==> src/rtl/armleo_stream_packer.sv <==
// ---------------------------------------------------------------------------
// armleo_stream_packer
//
// Width upsizer for valid/ready/data streams. Collects up to RATIO narrow
// DW-bit beats into one DW*RATIO-bit word, lane 0 first (little-endian lane
// order). A beat with in_last closes the current word early; out_keep then
// marks the lanes that carry data, always contiguous from lane 0.
//
// The output side is a single register stage. in_ready is a combinational
// function of out_valid/out_ready, so this block is meant to sit directly
// upstream of armleo_register_slice, which breaks that path.
//
// Parameters
//   DW     bits per input beat / per output lane
//   RATIO  input beats per output word (RATIO >= 2)
//
// Ports
//   clk        in   1         clock, all state updates on posedge
//   rst_n      in   1         synchronous active-low reset
//   in_valid   in   1         input beat valid
//   in_data    in   DW        input beat data
//   in_last    in   1         last beat of packet, closes the current word
//   in_ready   out  1         beat accepted when in_valid && in_ready
//   out_valid  out  1         packed word valid
//   out_data   out  DW*RATIO  packed word, lane k = out_data[k*DW +: DW]
//   out_keep   out  RATIO     per-lane valid flags
//   out_last   out  1         word was closed by in_last
//   out_ready  in   1         word accepted when out_valid && out_ready
// ---------------------------------------------------------------------------
module armleo_stream_packer #(
   parameter int DW    = 8,
   parameter int RATIO = 4
) (
   input  logic                clk,
   input  logic                rst_n,
   input  logic                in_valid,
   input  logic [DW-1:0]       in_data,
   input  logic                in_last,
   output logic                in_ready,
   output logic                out_valid,
   output logic [DW*RATIO-1:0] out_data,
   output logic [RATIO-1:0]    out_keep,
   output logic                out_last,
   input  logic                out_ready
);

   localparam int            CW        = (RATIO > 1) ? $clog2(RATIO) : 1;
   localparam int            WW        = DW * RATIO;
   localparam logic [CW-1:0] LAST_LANE = CW'(RATIO - 1);

   // Accumulator for the word being assembled and the next free lane.
   logic [WW-1:0]    acc_data;
   logic [RATIO-1:0] acc_keep;
   logic [CW-1:0]    cnt;

   logic             accept;
   logic             closing;
   logic [WW-1:0]    merged_data;
   logic [RATIO-1:0] merged_keep;

   // The output register can take a new word when it is empty or is being
   // drained this very cycle; that is what gives full throughput.
   assign in_ready = rst_n && (!out_valid || out_ready);
   assign accept   = in_valid && in_ready;

   // A beat closes the word when it fills the top lane or ends the packet.
   assign closing  = (cnt == LAST_LANE) || in_last;

   // Accumulator with the incoming beat dropped into lane cnt. Lanes above
   // cnt are still zero because the accumulator is cleared on every close.
   always_comb begin
      // NOTE: every always_comb output gets a full default first, so a path
      // that skips an assignment cannot turn the signal into a latch.
      merged_data                = acc_data;
      merged_keep                = acc_keep;
      merged_data[cnt*DW +: DW]  = in_data;
      merged_keep[cnt]           = 1'b1;
   end

   always_ff @(posedge clk) begin
      // NOTE: state is updated with non-blocking assignments so every
      // right-hand side sees the pre-edge value, independent of statement
      // order inside this block.
      if (!rst_n) begin
         out_valid <= 1'b0;
         out_data  <= '0;
         out_keep  <= '0;
         out_last  <= 1'b0;
         acc_data  <= '0;
         acc_keep  <= '0;
         cnt       <= '0;
      end else begin
         // Word taken downstream; data/keep/last hold their last value.
         if (out_valid && out_ready) begin
            out_valid <= 1'b0;
         end

         if (accept) begin
            if (closing) begin
               // Overrides the drain above when both happen together, so a
               // back-to-back word keeps out_valid high with no bubble.
               out_valid <= 1'b1;
               out_data  <= merged_data;
               out_keep  <= merged_keep;
               out_last  <= in_last;
               acc_data  <= '0;
               acc_keep  <= '0;
               cnt       <= '0;
            end else begin
               acc_data  <= merged_data;
               acc_keep  <= merged_keep;
               cnt       <= cnt + CW'(1);
            end
         end
      end
   end

endmodule
==> config.mk <==
export PLATFORM = sky130hd
export DESIGN_NAME = armleo_stream_packer
export DESIGN_NICKNAME = d
export VERILOG_FILES = /design/src/rtl/armleo_stream_packer.sv
export SDC_FILE = /design/constraint.sdc
export NUM_CORES = 1
export LEC_CHECK = 0
export BUFFER_PORTS_ARGS = -buffer_cell sky130_fd_sc_hd__buf_2
export CAP_MARGIN = 20
export CORE_ASPECT_RATIO = 1.75
export CORE_MARGIN = 8
export CORE_UTILIZATION = 55
export CTS_CLUSTER_SIZE = 14
export DETAILED_ROUTE_END_ITERATION = 12
export GPL_TIMING_DRIVEN = 0
export PLACE_DENSITY = 0.76
export SKIP_LAST_GASP = 1
export SLEW_MARGIN = 20
export SYNTH_ARGS = -nofsm -noshare
export SYNTH_HDL_FRONTEND = slang
export SYNTH_SLANG_ARGS = --single-unit
==> constraint.sdc <==
create_clock -name clk -period 4.81 [get_ports clk]
set_clock_uncertainty 0.1 [all_clocks]
set_input_delay 0.7215 -clock clk [delete_from_list [all_inputs] [get_ports clk]]
set_output_delay 0.7215 -clock clk [all_outputs]
set_load 0.1 [all_outputs]
==> summary.md <==
| Metric | Value |
|---|---|
| Status | `finished, final reports clean` |
| Setup-failing EPs final | `0` |
| Skew-Pair Late Insertion Delay | `around 350 ps` |
| Number of max-cap violations | `0` |
| Dpl ws | `slightly above 2000 ps` |
| Largest stage delay, worst path | `~420 ps` |
| DRT antenna net count | `0` |
| Final wirelength | `about 8000 um` |
| Flop and latch count out of synthesis | `76` |
| Initial antenna violation count | `0` |
| Core area | `approximately 5500 um^2` |
| Count leader, synth | `dfxtp_1` |
| Core Rows | `36` |
| Yosys cell types | `45` |
| Design area | `between 3000 and 4000 um^2` |
| CP Launch Type | `input pin` |
| NumNets Final | `between 400 and 500` |
| Slew Limit Headroom | `between 50% and 60%` |
| Ratio of cells with drive above 1 in the final layout | `a little under a quarter` |
| EDFF count, synth | `0` |
| Post-CTS Setup Inserts | `0` |
| Maximum VDD drop | `roughly 0.30 mV` |
| Post-synthesis async set-or-reset flop share | `0%` |
| Critical Path, Cell by Cell | `buf_2 > clkbuf_1 > and2_1 > buf_2` |
| Min cycle time layout | `~2700 ps` |
| CTS Hold Bufs | `0` |
| CP Class | `in -> out` |
| Input/output buffers | `50` |
| Synth area leaders | `dfxtp_1, a221oi_1, o21ai_0` |
| Gp weighted congestion | `around 0.86` |
| Maximum clock rate | `roughly 0.37 GHz` |
| Via count | `2650` |
| Syn nets | `between 300 and 400` |
| Worst Tran Pin Value | `about 630 ps` |
| DPL Wire Length | `between 5000 and 6000 um` |
| GRT Resource Usage Total | `~20%` |
| RSZ-0062 raised after global routing | `false` |
| Die height | `approximately 120 um` |
| Synth top cells by count | `dfxtp_1, nor2_1, o21ai_0, a21oi_1, a221oi_1` |
| Initial Utilization | `between 50 and 60%` |
| Max-slew violation count | `0` |
| CP top delay family | `buffers and inverters` |
| N_diodes | `0` |
| CTS max path bufs | `2` |
| Most used DFF post-synth | `dfxtp_1` |
| Setup crit end kind | `primary output` |
| CTS tree | `built` |
| WL per Instance | `17.2 um` |
| Area grow syn2layout | `18.0%` |
| 1st-pass router iterations | `4` |
| Via-to-Cell Ratio | `between 5 and 6` |
| R2r setup slk | `2440 ps` |
| PwrDens | `386 nW/um^2` |
| Largest net degree at the start of global routing | `13` |
| Most common cell on crit path | `buf_2` |
| Sum of negative setup slack | `0 ps` |
| First-pass GRT wire length | `approximately 13000 um` |
| Width of the chip | `72.7 um` |
| Post-Syn Instances | `about 320` |
| Area leader, netlist | `dfxtp_1` |
| CP bufs+invs | `3` |
| Worst Path Max Fanout | `10` |
| CTS resizes | `0` |
| CTS sink count | `76` |
| Worst-path clk slew | `about 70 ps` |
| Final critical-path setup slack | `2120 ps` |
| CP max stage cell | `buf_2` |
| Number of global-route vias before repair | `~2700` |
| Clock tree root buffer cell | `clkbuf_8` |
| Mean Syn Cell Area | `~9.6 um^2` |
| Grt ovf | `0` |
| Fin Hold WS | `around 370 ps` |
| Sequential area share after synthesis | `about half` |
| CP Data Required Time | `between 3000 and 4000 ps` |
| Final Hold Fails | `0` |
| DRC Markers | `0` |
| I/O pin count | `52` |
| DRT iter0 DRCs | `between 150 and 200` |
| Final Cycle Share | `55.9%` |
| Die ar. | `roughly 8400 um^2` |
| Post-DP Area | `~3400 um^2` |
| Hold WC Path Type | `reg -> reg` |
| Yosys top cell area share | `49.1%` |
| Leak | `1.52 nW` |
| TritonCTS Buffers | `9` |
| Arr. time, crit path | `about 1900 ps` |
| H-Tree Depth | `3` |
| Syn. warnings | `0` |
| Area of the mapped netlist | `around 3100 um^2` |
layer usage:
metal / part of all wire (%) / track usage [%]
met1: 40 / 21.2
met3: 3.9 / 5.50
met5: 0 / 0
met4: 1.5 / 7.39
met2: 54 / 36.3
worst paths after layout:
| check | end | cells past startpoint | from |
|---|---|---|---|
| setup / recovery | in_ready | 4 | rst_n |
| hold / removal | acc_data[27] | 2 | acc_data[27] |
| setup reg to reg | acc_data[0] | 7 | cnt[0] |
| hold reg to reg | acc_data[27] | 2 | acc_data[27] |
power breakdown:
| part | leakage, nW | internal [W] | switching [W] | total [W] |
|---|---|---|---|---|
| combinational | 0.795 | 0.0000478 | 0.000200 | 0.000248 |
| clock | 0.110 | 0.000282 | 0.000222 | 0.000504 |
| sequential | 0.617 | 0.000650 | 0.0000103 | 0.000660 |
| total | 1.52 | 0.000980 | 0.000432 | 0.00141 |
kinds of logic after synthesis:
| kind of cell | Yosys count | synth area share (%) |
|---|---|---|
| adder cells (fa/ha/maj) | 8 | 3.23 |
| buffers and inverters | 28 | 4.44 |
| XOR/XNOR | 1 | 0.283 |
| AO/OA/AOI/OAI | 121 | 27.5 |
| AND/OR/NAND/NOR | 89 | 15.5 |
| flip-flops | 76 | 49.1 |
layout make-up:
class	count	area (um^2)
Inverter	6	22.5
Clock inverter	3	43.8
Buffer	22	115
Clock buffer	13	169
Tap cell	76	95.1
Sequential cell	76	1520
Multi-Input combinational cell	219	1440
Timing Repair Buffer	50	250
Fill cell	498	1840
registers in the layout, summed over array words and instances (netlist names):
signal,cells
acc_keep,4
out_keep,4
out_last,1
out_valid,1
acc_data,32
cnt,2
out_data,32
metrics by stage:
step	cells	utilization, %	total power, W
final	465	66.6	0.00141
after global routing	465	66.6	0.00146
after CTS	465	66.6	0.00142
after detailed placement	449	62.7	0.000922
after global placement	449	62.7	0.000920
after floorplan	323	-	0.000869
worst reg2reg max path, stage by stage (launching register included):
cell,delay [ps]
dfxtp_1,420
clkbuf_2,220
inv_1,120
ha_1,400
nor3_2,560
and2_1,230
buf_6,130
a22o_2,140
layout by cell type (no fill, tap or decap), types with 8 or more instances in the layout:
| master | netlist | final |
|---|---|---|
| a21oi_1 | 19 | 19 |
| ha_1 | 8 | 8 |
| o21ai_0 | 31 | 31 |
| o2bb2ai_1 | 10 | 10 |
| a22oi_1 | 9 | 9 |
| nor2_1 | 32 | 32 |
| a221oi_1 | 18 | 18 |
| clkbuf_1 | 8 | 9 |
| a22o_1 | 9 | 9 |
| nand2_1 | 11 | 11 |
| dfxtp_1 | 76 | 76 |
| clkbuf_8 | 0 | 12 |
| buf_2 | 7 | 57 |
Power figures use the tool's default switching activity.
